File: src/rtl/mc_decode.sv
// Multicycle controller: steps each instruction through fetch/decode/execute/memory/writeback
// and drives Moore datapath strobes. State advances every clock; ALUControl and FlagW follow the held Funct.
// No backpressure: MULWAIT stretches execute by MUL_LAT cycles with Busy high.
// Optional feature: define MC_DECODE_MUL_EN to compile in multiply detection, MULWAIT, its counter and Busy.
module mc_decode #(
  parameter int ALUCTRL_W = 4,
  parameter int MUL_LAT   = 2
) (
  input  logic                 clk,
  input  logic                 reset,
  input  logic [1:0]           Op,
  input  logic [5:0]           Funct,
  input  logic [3:0]           Rd,
  input  logic [3:0]           Sh,
  output logic                 IRWrite,
  output logic                 AdrSrc,
  output logic                 ALUSrcA,
  output logic [1:0]           ALUSrcB,
  output logic [1:0]           ResultSrc,
  output logic [1:0]           ImmSrc,
  output logic [1:0]           RegSrc,
  output logic                 RegW,
  output logic                 MemW,
  output logic                 NextPC,
  output logic                 Branch,
  output logic [ALUCTRL_W-1:0] ALUControl,
  output logic [1:0]           FlagW,
  output logic                 Undef,
  output logic                 Busy
);

  typedef enum logic [3:0] {
    S_FETCH   = 4'd0,
    S_DECODE  = 4'd1,
    S_MEMADR  = 4'd2,
    S_MEMRD   = 4'd3,
    S_MEMWB   = 4'd4,
    S_MEMWR   = 4'd5,
    S_EXECR   = 4'd6,
    S_EXECI   = 4'd7,
    S_MULWAIT = 4'd8,
    S_ALUWB   = 4'd9,
    S_BRANCH  = 4'd10,
    S_UNDEF   = 4'd11
  } state_t;

  localparam logic [3:0] ALU_ADD = 4'b0000;
  localparam logic [3:0] ALU_SUB = 4'b0001;
  localparam logic [3:0] ALU_AND = 4'b0010;
  localparam logic [3:0] ALU_ORR = 4'b0011;
  localparam logic [3:0] ALU_EOR = 4'b0100;
  localparam logic [3:0] ALU_MOV = 4'b0110;
  localparam logic [3:0] ALU_CMP = 4'b0111;

  // Parameter sanity, evaluated at elaboration only
  if (ALUCTRL_W < 4) begin : g_bad_aluctrl_w
    $error("mc_decode: ALUCTRL_W must be at least 4");
  end
  if (MUL_LAT < 1 || MUL_LAT > 15) begin : g_bad_mul_lat
    $error("mc_decode: MUL_LAT must be in 1..15");
  end

  state_t     state, state_nx;
  logic       mul_pat;
  logic       alu_ok;
  logic       is_cmp;
  logic       is_addsub;
  logic [3:0] alu_dec;
  logic [1:0] flag_dec;
  logic [3:0] ctl;

  // Multiply shares the AND encoding and is distinguished by Sh=1001
  assign mul_pat   = (Op == 2'b00) && (Funct[5:1] == 5'b00000) && (Sh == 4'b1001);
  assign is_cmp    = (Funct[4:1] == 4'b1010);
  assign is_addsub = (Funct[4:1] == 4'b0100) || (Funct[4:1] == 4'b0010);

  // Operand-routing selects depend only on the instruction class
  assign ImmSrc = Op;
  assign RegSrc = {(Op == 2'b01), (Op == 2'b10)};

  // ALU operation decode from the held Funct; unknown commands flag alu_ok=0
  always_comb begin
    alu_dec = ALU_ADD;
    alu_ok  = 1'b1;
    case (Funct[4:1])
      4'b0100: alu_dec = ALU_ADD;
      4'b0010: alu_dec = ALU_SUB;
      4'b0000: alu_dec = ALU_AND;
      4'b1100: alu_dec = ALU_ORR;
      4'b0001: alu_dec = ALU_EOR;
      4'b1101: alu_dec = ALU_MOV;
      4'b1010: alu_dec = ALU_CMP;
      default: alu_ok  = 1'b0;
    endcase
`ifdef MC_DECODE_MUL_EN
    if (mul_pat) alu_dec = 4'b0101;
`else
    // Without the multiplier the pattern is just the register AND it overlaps
    if (mul_pat) alu_dec = ALU_AND;
`endif
  end

  // Flag-write enables: CMP always writes both, otherwise the S bit gates them
  always_comb begin
    if (is_cmp) flag_dec = 2'b11;
    else        flag_dec = {Funct[0], Funct[0] & is_addsub};
  end

`ifdef MC_DECODE_MUL_EN
  localparam logic [3:0] MUL_INIT = 4'(MUL_LAT - 1);
  logic [3:0] mul_cnt;

  // Multiply wait counter: loaded on entry to MULWAIT, counts down to the exit
  always_ff @(posedge clk or posedge reset) begin
    if (reset)                                     mul_cnt <= 4'd0;
    else if (state == S_EXECR && mul_pat)          mul_cnt <= MUL_INIT;
    else if (state == S_MULWAIT && mul_cnt != 4'd0) mul_cnt <= mul_cnt - 4'd1;
  end

  assign Busy = (state == S_MULWAIT);
`else
  assign Busy = 1'b0;
`endif

  // State register; reset aborts any instruction and restarts at FETCH
  always_ff @(posedge clk or posedge reset) begin
    if (reset) state <= S_FETCH;
    else       state <= state_nx;
  end

  // Next-state sequencing
  always_comb begin
    state_nx = S_FETCH;
    case (state)
      S_FETCH:  state_nx = S_DECODE;
      S_DECODE: begin
        case (Op)
          2'b01:   state_nx = S_MEMADR;
          2'b00:   state_nx = Funct[5] ? S_EXECI : S_EXECR;
          2'b10:   state_nx = S_BRANCH;
          default: state_nx = S_UNDEF;
        endcase
      end
      S_MEMADR: state_nx = Funct[0] ? S_MEMRD : S_MEMWR;
      S_MEMRD:  state_nx = S_MEMWB;
      S_EXECR: begin
`ifdef MC_DECODE_MUL_EN
        if (mul_pat)     state_nx = S_MULWAIT;
        else if (alu_ok) state_nx = S_ALUWB;
        else             state_nx = S_UNDEF;
`else
        state_nx = alu_ok ? S_ALUWB : S_UNDEF;
`endif
      end
      S_EXECI:  state_nx = alu_ok ? S_ALUWB : S_UNDEF;
      S_MULWAIT: begin
`ifdef MC_DECODE_MUL_EN
        state_nx = (mul_cnt == 4'd0) ? S_ALUWB : S_MULWAIT;
`else
        state_nx = S_ALUWB;
`endif
      end
      default:  state_nx = S_FETCH;
    endcase
  end

  // Moore strobes per state; ALU code and flag enables only in execute states
  always_comb begin
    IRWrite   = 1'b0;
    AdrSrc    = 1'b0;
    ALUSrcA   = 1'b0;
    ALUSrcB   = 2'b00;
    ResultSrc = 2'b00;
    RegW      = 1'b0;
    MemW      = 1'b0;
    NextPC    = 1'b0;
    Branch    = 1'b0;
    Undef     = 1'b0;
    FlagW     = 2'b00;
    ctl       = ALU_ADD;
    case (state)
      S_FETCH: begin
        IRWrite   = 1'b1;
        NextPC    = 1'b1;
        ALUSrcA   = 1'b1;
        ALUSrcB   = 2'b10;
        ResultSrc = 2'b10;
      end
      S_DECODE: begin
        ALUSrcA   = 1'b1;
        ALUSrcB   = 2'b10;
        ResultSrc = 2'b10;
      end
      S_MEMADR: ALUSrcB = 2'b01;
      S_MEMRD:  AdrSrc  = 1'b1;
      S_MEMWR: begin
        AdrSrc = 1'b1;
        MemW   = 1'b1;
      end
      S_MEMWB: begin
        RegW      = 1'b1;
        ResultSrc = 2'b01;
        NextPC    = (Rd == 4'hF);
      end
      S_EXECR: begin
        ctl   = alu_dec;
        FlagW = flag_dec;
      end
      S_EXECI: begin
        ALUSrcB = 2'b01;
        ctl     = alu_dec;
        FlagW   = flag_dec;
      end
      S_MULWAIT: ctl = alu_dec;
      S_ALUWB: begin
        RegW   = !is_cmp;
        NextPC = !is_cmp && (Rd == 4'hF);
      end
      S_BRANCH: begin
        Branch    = 1'b1;
        ALUSrcB   = 2'b01;
        ResultSrc = 2'b10;
      end
      S_UNDEF:  Undef = 1'b1;
      default:  ;
    endcase
    ALUControl      = '0;
    ALUControl[3:0] = ctl;
  end

endmodule

File: config.mk
export PLATFORM = sky130hd
export DESIGN_NAME = mc_decode
export DESIGN_NICKNAME = d
export VERILOG_FILES = /design/src/rtl/mc_decode.sv
export SDC_FILE = /design/constraint.sdc
export NUM_CORES = 1
export LEC_CHECK = 0
export ABC_AREA = 1
export BUFFER_PORTS_ARGS = -buffer_cell sky130_fd_sc_hd__buf_2
export CORE_UTILIZATION = 29
export CTS_CLUSTER_DIAMETER = 200
export DETAILED_ROUTE_END_ITERATION = 8
export GPL_ROUTABILITY_DRIVEN = 1
export HOLD_SLACK_MARGIN = 0.02
export SYNTH_ARGS = -nofsm -noshare
export SYNTH_HDL_FRONTEND = slang
export SYNTH_SLANG_ARGS = --single-unit
export TNS_END_PERCENT = 20
File: constraint.sdc
create_clock -name clk -period 0.9 [get_ports clk]
set_input_delay 0.09 -clock clk [delete_from_list [all_inputs] [get_ports clk]]
set_output_delay 0.09 -clock clk [all_outputs]
set_load 0.01 [all_outputs]
==> impl_metrics.env <==
export IMPL_timing_fmax_mhz=742
export IMPL_cts_buffer_depth=2
export IMPL_min_period_over_period_pct=150
export IMPL_finalSetupViolCount=21
export IMPL_crit_arrival_ns=1.26
export IMPL_largest_reg_flops=4
export IMPL_final_common_cell="buf_2"
export IMPL_rr_startpoint="state[1]$_DFF_PP0_"
export IMPL_crit_chain="buf_4 > nand2_2 > nor2_4 > nand2_1 > o21ai_1 > buf_2"
export IMPL_ys_seq_area_share_pct=16.5
export IMPL_outcome="finished, violations left"
export IMPL_fp_row_count=16
export IMPL_tritoncts="done"
export IMPL_fin_setup_tns_ns=-7.88
export IMPL_holdPathStages=4
export IMPL_dp_hpwl_um=1370
export IMPL_irDropWorstVdd_uv=1020
export IMPL_ys_seq_elements=4
export IMPL_critical_path_max_stage_delay_ns=0.41
export IMPL_path_buf_inv=2
export IMPL_gp_congestion=0.873
export IMPL_htreeDepth=1
export IMPL_dr_pass1_iters=4
export IMPL_worstHoldPathType="input port to flip-flop"
export IMPL_pre_cts_ws_ns=-0.296
export IMPL_syn_inst=108
export IMPL_start_util_pct=30.9
export IMPL_hold_viol_final=0
export IMPL_drt_iter0_drc=10
export IMPL_rrSetupSlack_ns=-0.29
export IMPL_vias=820
export IMPL_ys_warnings_count=0
export IMPL_antennaDiodeCount=0
export IMPL_slowest_stage="dfrtp_1"
export IMPL_crit_type="flip-flop to output pin"
export IMPL_boundaryPins=41
export IMPL_reg_top3="state: 4 flops"
export IMPL_dieArea_mm2=0.00228
export IMPL_drive_gt1_share_pct=63.1
export IMPL_hp_start="Funct[0]"
export IMPL_syn_to_final_growth_pct=74.8
export IMPL_clock_latency_ns=0.23
export IMPL_cts_sinks=4
export IMPL_critPathCaptureType="output pin"
export IMPL_syn_avg_cell_area_um2=5.62
export IMPL_layout_setup_ws_ns=-0.447
export IMPL_r2r_cells=7
export IMPL_dieWidth_um=47.7
export IMPL_viasPerCell=4.39
export IMPL_wire_per_inst_um=9.25
export IMPL_cp_start_kind="flip-flop"
export IMPL_first_global_vias=696
export IMPL_yosysUniqueCellTypes=19
export IMPL_rsz0062_at_grt="yes"
export IMPL_mostFrequentLayoutCells="buf_2 (31), nand2_1 (19), buf_4 (17)"
export IMPL_clock_root_buffer="clkbuf_4"
export IMPL_clk_pin_slew_worst_paths_ns=0.03
export IMPL_hold_slack_ns=0.178
export IMPL_cp_top_family="flip-flops"
export IMPL_grt_max_degree=7
export IMPL_coreArea_mm2=0.00196
export IMPL_fill_cells=223
export IMPL_finalCriticalPeriod_ns=1.35
export IMPL_p_leak_nw=0.604
export IMPL_maxCapViolations=0
export IMPL_die_h_um=47.7
export IMPL_antenna_found_initial=0
export IMPL_worst_ep_required_time_ns=0.81
export IMPL_grt_pass1_wl_um=2660
export IMPL_grt_overflow=0
export IMPL_powerDensity_mw_per_mm2=2530
export IMPL_final_cells=187
export IMPL_groute_usage_overall_pct=16.0
export IMPL_placedCellCount=175
export IMPL_antenna_left=0
export IMPL_drt_total_wl_um=1730
export IMPL_final_max_slew_violation_count=0
export IMPL_r2r_end="state[3]$_DFF_PP0_"
export IMPL_cts_buffers=3
export IMPL_synth_area_um2=607
export IMPL_drcViolationCount=0
export IMPL_finClkSkew_ns=0.00117
export IMPL_regMostFlops="state"
export IMPL_crit_fanout=3
export IMPL_hold_end="state[2]$_DFF_PP0_"
export IMPL_violations="negative setup slack"
export IMPL_nets=180
export IMPL_io_buffers=34
==> through the flow <==
stage	area, um2	util [%]	total power [mW]
2_1_floorplan	638	-	1.44
3_3_place_gp	876	44.6	1.94
3_5_place_dp	876	44.6	1.98
4_1_cts	993	50.6	2.49
5_1_grt	1060	54.1	2.91
6_report	1060	54.1	2.68
==> cells in the mapped netlist <==
cell     instances  area share (%)
o21ai_0          3             2.5
buf_4            4             4.9
buf_6            1             1.9
nor2_4           4             7.4
nand2_2          6             6.2
nor2_2           4             4.1
nand3_1         10             8.2
o22ai_1          2             2.1
nand2_1         23              14
nand4_1          1             1.0
inv_1           15             9.3
o21ai_2          1             1.4
nor2_1          18              11
conb_1           1            0.62
o21ai_1          2             1.6
a21oi_2          1             1.4
inv_2            7             4.3
dfrtp_1          4              16
inv_4            1             1.0
==> logic make-up after synthesis <==
logic type / share of synthesized area, %
AO/OA/AOI/OAI: 9.07
flip-flops: 16.5
buffers and inverters: 21.4
other: 0.618
AND/OR/NAND/NOR: 52.4
==> area by class of cell <==
type	count	area, um2	share of cell area, %
multi-input cells	77	473	44.6
repair buffers	53	338	31.8
flip-flops and latches	4	103	9.67
inverters	23	91.3	8.61
well taps	27	33.8	3.18
clock buffers	3	22.5	2.12
==> where the power goes <==
| group | switching [mW] | internal (mW) | leakage, nW | total [mW] |
|---|---|---|---|---|
| combinational | 1.13 | 0.943 | 0.541 | 2.07 |
| sequential | 0.134 | 0.263 | 0.0483 | 0.397 |
| clock | 0.0637 | 0.148 | 0.0138 | 0.212 |
| total | 1.33 | 1.35 | 0.604 | 2.68 |
==> worst max path at each step <==
stage	startpoint	end	slack [ns]	cells after the start
6_report	state[3]$_DFF_PP0_	RegW	-0.45	6
3_5_place_dp	state[1]$_DFF_PP0_	FlagW[0]	-0.30	5
3_3_place_gp	state[1]$_DFF_PP0_	FlagW[0]	-0.26	5
2_1_floorplan	state[1]$_DFF_PP0_	ALUControl[1]	-0.10	6
4_1_cts	state[1]$_DFF_PP0_	NextPC	-0.45	6
5_1_grt	state[0]$_DFF_PP0_	RegW	-0.51	7
==> routing by layer <==
| layer | up-vias | global-route usage, % | share of wire, % |
|---|---|---|---|
| met3 | 2 | 1.13 | 3.8 |
| met1 | 368 | 19.0 | 44 |
| met5 | - | 0 | 0 |
| li1 | 427 | - | - |
| met4 | 0 | 6.11 | 0.87 |
| met2 | 23 | 29.7 | 51 |
==> worst reg2reg max path: stages (launching register included) <==
cell and delay (ns):
dfrtp_2 0.46, nor2_4 0.14, nand3_2 0.09, nand2_4 0.09, inv_2 0.05, buf_4 0.12, buf_4 0.12, o21ai_2 0.04
==> repair_timing <==
item                                    in CTS  in global routing
endpoints found under the setup margin      21                 21
setup buffers                                6                  2
hold buffers                                 1                  0
resized for setup                           11                 16
hold endpoints to repair                     4                  0
pin swaps                                    6                  5
(Power assumes the default switching activity.)
